`src/rtl/controle_irrigacao.sv`:
```
// rtl/controle_irrigacao.sv - irrigation sequencing controller with BCD mm:ss countdown
//
// Optional feature macro: VALIDA_BCD_EN (rejects non-BCD presets at load time).
//
// Ports:
//   clk, reset                  clock, synchronous active-high reset
//   iniciar, parar, pausa       start request, abort, hold (levels)
//   aspersao, gotejamento       mode select, exactly one high to start
//   niveis[2:0]                 soil moisture level
//   *preset[3:0]                BCD preset digits mm:ss
//   dez_minuto..unid_segundo    remaining time, BCD
//   valvula_aspersao, valvula_gotejamento, bomba   actuator enables
//   ocupado                     state is not OCIOSO
//   fim, erro                   completion / refused-start pulses
//   estado[2:0]                 current state code
module controle_irrigacao #(
  parameter int         CLK_HZ         = 50_000_000,
  parameter logic [2:0] NIVEL_SATURADO = 3'b111
) (
  input  logic       clk,
  input  logic       reset,
  input  logic       iniciar,
  input  logic       parar,
  input  logic       pausa,
  input  logic       aspersao,
  input  logic       gotejamento,
  input  logic [2:0] niveis,
  input  logic [3:0] dez_minutopreset,
  input  logic [3:0] unid_minutopreset,
  input  logic [3:0] dez_segundopreset,
  input  logic [3:0] unid_segundopreset,
  output logic [3:0] dez_minuto,
  output logic [3:0] unid_minuto,
  output logic [3:0] dez_segundo,
  output logic [3:0] unid_segundo,
  output logic       valvula_aspersao,
  output logic       valvula_gotejamento,
  output logic       bomba,
  output logic       ocupado,
  output logic       fim,
  output logic       erro,
  output logic [2:0] estado
);

  localparam int PW = (CLK_HZ > 1) ? $clog2(CLK_HZ) : 1;
  localparam logic [PW-1:0] PRESC_MAX = PW'(CLK_HZ - 1);

  typedef enum logic [2:0] {
    OCIOSO    = 3'd0,
    CARREGA   = 3'd1,
    IRRIGANDO = 3'd2,
    PAUSA     = 3'd3,
    CONCLUIDO = 3'd4
  } estado_t;

  estado_t       state_q, state_d;
  logic          modo_q, modo_d;   // 1 = aspersao, 0 = gotejamento
  logic [PW-1:0] presc_q, presc_d;
  logic [3:0]    dm_q, dm_d, um_q, um_d, ds_q, ds_d, us_q, us_d;
  logic          val_asp_q, val_asp_d, val_got_q, val_got_d;
  logic          bomba_q, bomba_d, fim_q, fim_d, erro_q, erro_d;

  logic       saturado, tick, dec_zero, preset_zero, bcd_invalido;
  logic [3:0] dm_n, um_n, ds_n, us_n;

  assign saturado    = (niveis >= NIVEL_SATURADO);
  assign tick        = (presc_q == PRESC_MAX);
  assign preset_zero = ({dez_minutopreset, unid_minutopreset,
                         dez_segundopreset, unid_segundopreset} == 16'h0000);

`ifdef VALIDA_BCD_EN
  assign bcd_invalido = (dez_minutopreset > 4'd9) || (unid_minutopreset > 4'd9) ||
                        (dez_segundopreset > 4'd5) || (unid_segundopreset > 4'd9);
`else
  assign bcd_invalido = 1'b0;
`endif

  // One-second BCD decrement; a zero digit reloads its maximum and borrows upward.
  // Non-BCD digits (only loadable without validation) simply count down.
  always_comb begin
    dm_n = dm_q;
    um_n = um_q;
    ds_n = ds_q;
    us_n = us_q;
    if (us_q != 4'd0) begin
      us_n = us_q - 4'd1;
    end else begin
      us_n = 4'd9;
      if (ds_q != 4'd0) begin
        ds_n = ds_q - 4'd1;
      end else begin
        ds_n = 4'd5;
        if (um_q != 4'd0) begin
          um_n = um_q - 4'd1;
        end else begin
          um_n = 4'd9;
          dm_n = dm_q - 4'd1;
        end
      end
    end
    dec_zero = ({dm_n, um_n, ds_n, us_n} == 16'h0000);
  end

  always_comb begin
    state_d = state_q;
    modo_d  = modo_q;
    presc_d = presc_q;
    dm_d    = dm_q;
    um_d    = um_q;
    ds_d    = ds_q;
    us_d    = us_q;
    erro_d  = 1'b0;

    case (state_q)
      OCIOSO: begin
        if (iniciar) begin
          if ((aspersao ^ gotejamento) && !saturado) begin
            modo_d  = aspersao;
            state_d = CARREGA;
          end else begin
            erro_d = 1'b1;
          end
        end
      end

      CARREGA: begin
        if (parar) begin
          state_d = OCIOSO;
        end else if (bcd_invalido) begin
          erro_d  = 1'b1;
          state_d = OCIOSO;
        end else begin
          dm_d    = dez_minutopreset;
          um_d    = unid_minutopreset;
          ds_d    = dez_segundopreset;
          us_d    = unid_segundopreset;
          presc_d = '0;
          state_d = preset_zero ? CONCLUIDO : IRRIGANDO;
        end
      end

      IRRIGANDO: begin
        if (parar) begin
          state_d = OCIOSO;
        end else if (saturado) begin
          state_d = CONCLUIDO;
        end else begin
          // The cycle in which pausa is first seen still counts as irrigation,
          // so the prescaler advances before the hold takes effect.
          if (tick) begin
            presc_d = '0;
            dm_d    = dm_n;
            um_d    = um_n;
            ds_d    = ds_n;
            us_d    = us_n;
          end else begin
            presc_d = presc_q + 1'b1;
          end
          if (tick && dec_zero) begin
            state_d = CONCLUIDO;
          end else if (pausa) begin
            state_d = PAUSA;
          end
        end
      end

      PAUSA: begin
        if (parar) begin
          state_d = OCIOSO;
        end else if (saturado) begin
          state_d = CONCLUIDO;
        end else if (!pausa) begin
          state_d = IRRIGANDO;
        end
      end

      CONCLUIDO: state_d = OCIOSO;

      default: state_d = OCIOSO;
    endcase

    // Actuators follow the next state so they switch on the edge that enters/leaves IRRIGANDO.
    bomba_d   = (state_d == IRRIGANDO);
    val_asp_d = (state_d == IRRIGANDO) &&  modo_d;
    val_got_d = (state_d == IRRIGANDO) && !modo_d;
    fim_d     = (state_d == CONCLUIDO);
  end

  always_ff @(posedge clk) begin
    if (reset) begin
      state_q   <= OCIOSO;
      modo_q    <= 1'b0;
      presc_q   <= '0;
      dm_q      <= 4'd0;
      um_q      <= 4'd0;
      ds_q      <= 4'd0;
      us_q      <= 4'd0;
      val_asp_q <= 1'b0;
      val_got_q <= 1'b0;
      bomba_q   <= 1'b0;
      fim_q     <= 1'b0;
      erro_q    <= 1'b0;
    end else begin
      state_q   <= state_d;
      modo_q    <= modo_d;
      presc_q   <= presc_d;
      dm_q      <= dm_d;
      um_q      <= um_d;
      ds_q      <= ds_d;
      us_q      <= us_d;
      val_asp_q <= val_asp_d;
      val_got_q <= val_got_d;
      bomba_q   <= bomba_d;
      fim_q     <= fim_d;
      erro_q    <= erro_d;
    end
  end

  assign dez_minuto          = dm_q;
  assign unid_minuto         = um_q;
  assign dez_segundo         = ds_q;
  assign unid_segundo        = us_q;
  assign valvula_aspersao    = val_asp_q;
  assign valvula_gotejamento = val_got_q;
  assign bomba               = bomba_q;
  assign fim                 = fim_q;
  assign erro                = erro_q;
  assign estado              = state_q;
  assign ocupado             = (state_q != OCIOSO);

endmodule

```
`config.mk`:
```
export PLATFORM = sky130hd
export DESIGN_NAME = controle_irrigacao
export DESIGN_NICKNAME = d
export VERILOG_FILES = /design/src/rtl/controle_irrigacao.sv
export SDC_FILE = /design/constraint.sdc
export NUM_CORES = 1
export LEC_CHECK = 0
export CAP_MARGIN = 20
export CORE_MARGIN = 2
export CORE_UTILIZATION = 45
export CTS_CLUSTER_SIZE = 10
export DETAILED_ROUTE_END_ITERATION = 8
export PLACE_DENSITY = 0.72
export RECOVER_POWER = 100
export SLEW_MARGIN = 15
export SYNTH_ARGS = -nofsm -noshare
export SYNTH_HDL_FRONTEND = slang
export SYNTH_SLANG_ARGS = --single-unit
```
`constraint.sdc`:
```
create_clock -name clk -period 5.1 [get_ports clk]
set_input_delay 1.02 -clock clk [delete_from_list [all_inputs] [get_ports clk]]
set_output_delay 1.02 -clock clk [all_outputs]
set_load 0.005 [all_outputs]
```
==> Word level (Yosys, flattened, before mapping) <==
Cells that the tools add are included.
{ "totals": {"out_inout_bits": 25, "elab_cells": 98, "reg_bits": 51} }
{ "classes": {"reduce_logical": 17, "bitwise": 3, "n_mux": 50, "addsub": 5, "magnitude_cmp": 1, "eq_ne": 10} }
{ "ops": {"columns": ["op", "n"], "rows": [
  ["26-bit two-way mux", 4],
  ["4-bit two-way mux", 25],
  ["26-bit case mux with 2 select lines", 1],
  ["3-bit two-way mux", 11],
  ["16-bit logical NOT", 2],
  ["4-bit case mux with 2 select lines", 4],
  ["26-bit by 1-bit adder with 26-bit output (second input constant)", 1],
  ["26-bit equality test (second input constant)", 1],
  ["4-bit by 1-bit subtractor with 4-bit output (second input constant)", 4],
  ["3-bit case mux with 4 select lines", 1],
  ["4-bit nonzero test", 3],
  ["3-bit by 2-bit equality test with 1-bit output (second input constant)", 3],
  ["2-bit inequality test (second input constant)", 4],
  ["5-bit AND reduction", 1],
  ["1-bit logical AND", 4],
  ["1-bit two-way mux", 4],
  ["4-bit AND reduction", 1],
  ["3-bit by 1-bit equality test with 1-bit output (second input constant)", 1],
  ["3-bit equality test (second input constant)", 1],
  ["3-bit greater-or-equal comparator (second input constant)", 1],
  ["3-bit logical NOT", 1],
  ["3-bit nonzero test", 1],
  ["3-bit OR reduction", 1],
  ["1-bit logical NOT", 2],
  ["3 further kinds", 4]
]} }

==> Depth between registers and ports, before layout <==
Gate-level depths: netlist of run 1.
{ "logic_depth": {"word_depth": 12, "depth_mapped": 9, "ltp_nobuf": 6} }

==> Worst setup path after synthesis of run 1 <==
Ideal clock, no wire load.
{ "synth_timing": {"kind": "input to register", "from": "in parar", "to": "reg presc_q[22]", "required_time_ns": 4.983, "slack_ns": 2.378, "arrival_ns": 2.605, "setup_ns": 0.117, "stages": 7, "n_path_buf": 1, "cell_sequence": "nor4b_2 > a21oi_1 > or4_1 > clkbuf_1 > nor3_1 > xnor2_1 > nor2_1"} }
{ "synth_between": {"elab_chain_len": 2, "word_cells_on_any_way": 3, "cone_classes": "2 x eq/ne; 1 x reduce/logical"} }
{ "synth_lines": {"columns": ["item", "line_no", "text"], "rows": [
  ["from (decl)", "23", "input logic parar,"],
  ["2-bit inequality test (no line)", null, null],
  ["4-bit AND reduction (no line) *", null, null],
  ["to (signal assigned)", "206", "presc_q <= presc_d;"],
  ["to (decl)", "58", "logic [PW-1:0] presc_q, presc_d;"]
]} }
Mark *: on every way between the ends. The rest lies on a longest branch, timed or not.
A chain may end at the register's enable or synchronous reset.

==> Worst setup path in the final report of run 1 <==
{ "layout_timing": {"from": "in parar", "to": "reg presc_q[12]"} }
Same word-level chain as after synthesis.

==> key figures, run 1 <==
Outcome
  – Run status: finished clean

Synth
  – Most frequently used flop master after synthesis: dfxtp_1
  – Post-synthesis net count: 383
  – Dominant cells by area after synthesis: dfxtp_1, nor2_1, a21oi_1, nand2_1, xnor2_1
  – Number of instances in the synthesized netlist: 355
  – Yosys synthesis warning count: 0
  – Number of synthesized flops with an enable pin: 0
  – Synthesized cell area: 0.00271 mm2
  – Unique masters post-synth: 49
  – Sequential share of the synthesized area: 37.6%
  – Number of storage elements in the synthesis netlist: 51
  – Most frequent cell after synthesis: dfxtp_1
  – Share of the synthesized area in the top cell type: 37.6%
  – Synth async-reset ratio: 0%
  – Synth Area per Inst: 7.64 um2
  – Leading cell types by count after synthesis: dfxtp_1, nor2_1, nand2_1
  – Largest area contributor in the netlist: dfxtp_1

Die
  – Chip Height: 81.7 um
  – DIE WIDTH: 81.7 um
  – Full die area: 0.00667 mm2
  – Core region area: 0.00589 mm2
  – Top-Level Pins: 51
  – Initial Utilization: 46.1%
  – Placement Rows: 28

Flow run
  – Max Cap Viol: 0

Critical path
  – Beginning of the critical path: parar
  – Crit start category: input port
  – Cell with the largest stage delay on the worst path: nor4b_1
  – Worst stage delay on the critical path: 0.73 ns
  – Cell mode on critical path: a21oi_1
  – Setup slack of the most critical reg-to-reg path: 1.90 ns
  – Critical R2R Launch: presc_q[7]$_SDFFE_PP0P_
  – Crit path required time: 5.33 ns
  – Arrival time at the worst endpoint: 3.89 ns
  – Sequence of cells on the critical path: dlygate4sd3_1 -> nor4b_1 -> a21oi_1 -> nor3_1 -> nand2_1 -> or4b_1 -> a21oi_1
  – Largest fanout on the critical path: 7
  – WS Path Type: in -> reg
  – Kind of capture point of the worst setup path: flop

GRT
  – First-pass GRT wire length: 11.4 mm
  – Maximum number of pins on one net before global-route repair: 25
  – Global-route usage over all layers: 21.6%
  – Initial antenna violation count: 0
  – Grt ovf: 0
  – Number of global-route vias before repair: 2518

Clock network
  – Hold bufs inserted after CTS: 0
  – Worst-skew pair later-pin latency: 0.30 ns
  – TritonCTS clock tree: done
  – Clock buffers created by TritonCTS: 5
  – CTS-repair resized insts: 0
  – Total setup buffers inserted after CTS: 0
  – Worst-case clock buffer depth: 2
  – Post-CTS clock slew at the launch and capture registers of the worst setup and hold paths: 0.10 ns
  – # clock sinks: 51
  – H-tree level count: 2
  – Root buffer cell: clkbuf_8

STA
  – Setup-failing EPs final: 0
  – Worst Tran Pin Value: 0.981 ns
  – Slew Limit Fails: 0
  – Part of the cycle the worst path needs: 72.0%
  – Unrepaired setup endpoints after global routing: no
  – Final hold slack: 0.493 ns
  – Max Clock Freq: 273 MHz
  – Worst clock skew: 0.0154 ns
  – Final Critical Period: 3.67 ns
  – Final setup TNS: 0 ns
  – Max_slew headroom: 34.6%
  – Final hold vios: 0

Cells and area
  – Fraction of layout cells with a size suffix above 1: 3.52%
  – Area taken by flip-flops and latches: 0.00102 mm2
  – Fill cell total of the finished layout: 563
  – Nets: 425
  – Layout Area Growth over Synthesis: 22.7%
  – Number of diodes added for antenna fixing: 0
  – Area used by multi-input combinational logic: 0.00159 mm2

Place
  – Detailed Place HPWL: 5.00 mm
  – Final weighted congestion in routability-driven placement: 0.856
  – Count of buffers from port buffering: 50

Routing
  – Drt wl/cell: 14.7 um
  – Drt drc: 0
  – Number of vias in the routed layout: 2743
  – Number of optimization iterations in the first detailed-route pass: 5
  – Per-cell via count in the routed design: 5.80
  – Number of nets with antenna violations after detailed routing: 0
  – Number of design-rule violations left by the first detailed-router iteration: 198
  – Total Routed Length: 6.97 mm

Power and ir drop
  – Leakage power figure: 1.20 nW
  – Peak ir drop on the vdd network: 0.142 mV
  – PD cells: 220 mW/mm2

Min path
  – Start point of the worst min-delay path: unid_minuto[0]$_SDFFE_PP0P_
  – Min-Delay Path Class: reg -> reg
final timing paths:
kind	end	cells after the start
max	presc_q[12]$_SDFFE_PP0P_	7
min	unid_minuto[0]$_SDFFE_PP0P_	2
max reg2reg	presc_q[5]$_SDFFE_PP0P_	7
min reg2reg	unid_minuto[0]$_SDFFE_PP0P_	2
layer usage:
layer	track usage [%]	part of all wire, %	vias to the layer above
met5	0	0	-
met4	7.33	1.3	0
met3	3.30	5.6	10
met2	36.6	47	88
met1	28.1	47	1291
li1	-	-	1354
stage by stage:
stage	instances	setup WS, ns	instance area (um2)	total power [mW]	utilization, %
floorplan	355	2.38	2710	0.471	-
global placement	465	1.66	3250	0.516	55.3
detailed placement	465	1.54	3250	0.518	55.3
CTS	473	1.85	3340	0.742	56.7
global route	473	1.12	3330	0.766	56.6
finish	473	1.43	3330	0.734	56.6
kinds of logic after synthesis:
family                   Yosys count  synth area share, %
AND/OR/NAND/NOR                  176                 33.3
AO/OA/AOI/OAI                     81                 18.0
flip-flops                        51                 37.6
buffers and inverters             25                 3.64
XOR/XNOR                          19                 6.13
adder cells (fa/ha/maj)            2                0.922
multiplexers                       1                0.369
where the power goes:
group	total (mW)	switching (mW)	leakage (nW)	internal [mW]
clock network	0.227	0.131	0.0412	0.0962
logic	0.0965	0.0519	0.745	0.0446
registers	0.410	0.00595	0.412	0.404
total	0.734	0.189	1.20	0.545
sequential cells by signal, indices dropped and copies added, names as in the netlist:
| register | cells |
|---|---|
| presc_q | 26 |
| erro | 1 |
| unid_segundo | 4 |
| dez_segundo | 4 |
| valvula_aspersao | 1 |
| dez_minuto | 4 |
| bomba | 1 |
| fim | 1 |
| estado | 3 |
| unid_minuto | 4 |
| modo_q | 1 |
| valvula_gotejamento | 1 |
cell usage in the layout, fill, tap and decap left out, drive strengths merged, types with 4 or more instances in the layout:
master,n
and3,4
clkdlybuf4s50,23
a21o,4
a31oi,6
nor2,50
o21ai,20
nor4,8
clkbuf,7
nor2b,4
nand2,43
a21oi,33
xor2,4
inv,7
dfxtp,51
dlygate4sd3,27
xnor2,15
nand4,8
or4,4
nand3,14
nor3,18
worst max-delay path, delay by kind of cell:
kind / cells / cell delay (ns)
buffers and inverters: 1 / 0.59
AO/OA/AOI/OAI: 2 / 0.54
AND/OR/NAND/NOR: 4 / 1.75
area by class of cell:
class                   count  share of cell area (%)
repair buffers             52                    15.4
inverters                   8                   0.902
multi-input cells         279                    47.7
clock inverters             2                   0.376
flip-flops and latches     51                    30.7
well taps                  75                    2.82
clock buffers               6                    2.18
Note: power is estimated with default switching activity, not from simulation.
==> run 2, diff against run 1 <==
==> constraint.sdc (replaced) <==
create_clock -name clk -period 3.6 [get_ports clk]
set_input_delay 0.72 -clock clk [delete_from_list [all_inputs] [get_ports clk]]
set_output_delay 0.72 -clock clk [all_outputs]
set_load 0.005 [all_outputs]
==> key figures, run 2 (same netlist as run 1, synthesis figures left out) <==
GRT
  – Number of global-route vias before repair: 2506
  – First-pass GRT wire length: 11.7 mm
  – Global-route usage over all layers: 22.4%
  – Maximum number of pins on one net before global-route repair: 25
  – Initial antenna violation count: 0
  – Grt ovf: 0

Outcome
  – Run status: finished clean

Power and ir drop
  – Leakage power figure: 1.22 nW
  – Post-layout total power: 1.18 mW
  – PD cells: 350 mW/mm2
  – Peak ir drop on the vdd network: 0.203 mV

Critical path
  – Beginning of the critical path: presc_q[7]$_SDFFE_PP0P_
  – R2R Path End: presc_q[18]$_SDFFE_PP0P_
  – WS Path Type: reg -> reg
  – Largest fanout on the critical path: 22
  – Crit start category: flop
  – Kind of capture point of the worst setup path: flop
  – Setup slack of the most critical reg-to-reg path: 0.49 ns
  – Crit path required time: 3.76 ns
  – Critical R2R Launch: presc_q[7]$_SDFFE_PP0P_
  – Arrival time at the worst endpoint: 3.27 ns
  – Register-to-Register Path Depth: 7

STA
  – Final Critical Period: 3.11 ns
  – Final hold slack: 0.488 ns
  – Setup-failing EPs final: 0
  – Max Clock Freq: 322 MHz
  – Max_slew headroom: 43.4%
  – Final setup TNS: 0 ns
  – Unrepaired setup endpoints after global routing: no
  – Part of the cycle the worst path needs: 86.3%
  – Slew Limit Fails: 0
  – Final hold vios: 0
  – Worst clock skew: 0.00940 ns
  – Worst Tran Pin Value: 0.841 ns
  – Worst setup margin: 0.494 ns

Cells and area
  – Number of flip-flops under the largest register name: 26
  – Number of diodes added for antenna fixing: 0
  – Commonest non-fill, non-tap cell in the layout: dfxtp_1
  – Fraction of layout cells with a size suffix above 1: 3.49%
  – Layout Area Growth over Synthesis: 24.6%
  – Top library cells by usage in the layout, fill and taps aside: dfxtp_1, nor2_1, nand2_1
  – Most flop-heavy register: presc_q
  – Post-layout instance area: 0.00338 mm2
  – Nets: 428

Place
  – Count of buffers from port buffering: 50
  – Final weighted congestion in routability-driven placement: 0.848
  – Detailed Place HPWL: 4.90 mm
  – Post-Place Worst Slack: 0.395 ns
  – Total cell area at the placement stage: 0.00328 mm2

Clock network
  – # clock sinks: 51
  – Worst-skew pair later-pin latency: 0.31 ns
  – Total setup buffers inserted after CTS: 0
  – H-tree level count: 2
  – Post-CTS clock slew at the launch and capture registers of the worst setup and hold paths: 0.09 ns
  – Worst-case clock buffer depth: 2
  – Root buffer cell: clkbuf_8
  – TritonCTS clock tree: done
  – Clock buffers created by TritonCTS: 5
  – CTS-repair resized insts: 0
  – Hold bufs inserted after CTS: 0

Routing
  – Drt drc: 0
  – Total Routed Length: 6.87 mm
  – Number of optimization iterations in the first detailed-route pass: 4
  – Number of nets with antenna violations after detailed routing: 0
  – Per-cell via count in the routed design: 5.70
  – Drt wl/cell: 14.4 um
  – Number of vias in the routed layout: 2714
  – Number of design-rule violations left by the first detailed-router iteration: 187

Die
  – Initial Utilization: 46.1%
  – Chip Height: 81.7 um
  – Top-Level Pins: 51
  – Core region area: 0.00589 mm2
  – Placement Rows: 28
  – DIE WIDTH: 81.7 um
  – Full die area: 0.00667 mm2

Flow run
  – Max Cap Viol: 0

Min path
  – Worst hold endpoint: presc_q[1]$_SDFFE_PP0P_
  – Start point of the worst min-delay path: presc_q[1]$_SDFFE_PP0P_
  – Number of cells on the worst hold path: 2
  – Min-Delay Path Class: reg -> reg
==> run 2: cell count changes in the layout (fill, tap and decap cells not counted), moves of 2 or more <==
cell,before,now
o21ai_0,16,13
o21ai_1,4,7
nor3_1,16,18
bufinv_16,0,2
buf_4,1,3
==> run 2: critical path, cell delays in order (launching register included) <==
cell	delay, ns
dfxtp_1	0.36
or4b_1	0.52
or4_1	0.59
nor3_1	0.44
a31oi_1	0.15
buf_4	0.22
nand2_1	0.57
nor2_1	0.12
==> run 2: metal layers <==
metal / wire length, um / part of all wire (%) / up-vias / GRT usage, %
met2: 3180 / 46 / 90 / 35.7
met1: 3080 / 45 / 1253 / 30.3
met4: 114 / 1.7 / 0 / 7.50
met3: 489 / 7.1 / 10 / 4.51
li1: - / - / 1361 / -
met5: 0 / 0 / - / 0
==> run 2: how the worst max path moves through the flow <==
stage                          endpoint  slack (ns)  cells after the start
6_report       presc_q[18]$_SDFFE_PP0P_        0.49                      7
5_1_grt         presc_q[8]$_SDFFE_PP0P_        0.25                      7
4_1_cts         presc_q[8]$_SDFFE_PP0P_        0.68                      7
3_5_place_dp   presc_q[22]$_SDFFE_PP0P_        0.39                      7
3_3_place_gp   presc_q[22]$_SDFFE_PP0P_        0.48                      7
2_1_floorplan  presc_q[22]$_SDFFE_PP0P_        1.18                      7
==> run 2: final cells by class <==
class | instances | area [um2]
well taps | 75 | 93.8
inverters | 8 | 30.0
repair buffers | 55 | 531
flip-flops and latches | 51 | 1020
clock inverters | 2 | 60.1
clock buffers | 6 | 72.6
multi-input cells | 279 | 1570
fillers | 546 | 2500
==> run 2: where the power goes <==
part	switching [mW]	internal, mW
clock network	0.187	0.278
logic	0.0742	0.0646
registers	0.00818	0.572
==> run 2: stage by stage <==
stage               std cells  util, %
floorplan                 355        -
global placement          468     55.7
detailed placement        468     55.7
CTS                       476     57.9
global route              476     57.5
finish                    476     57.5
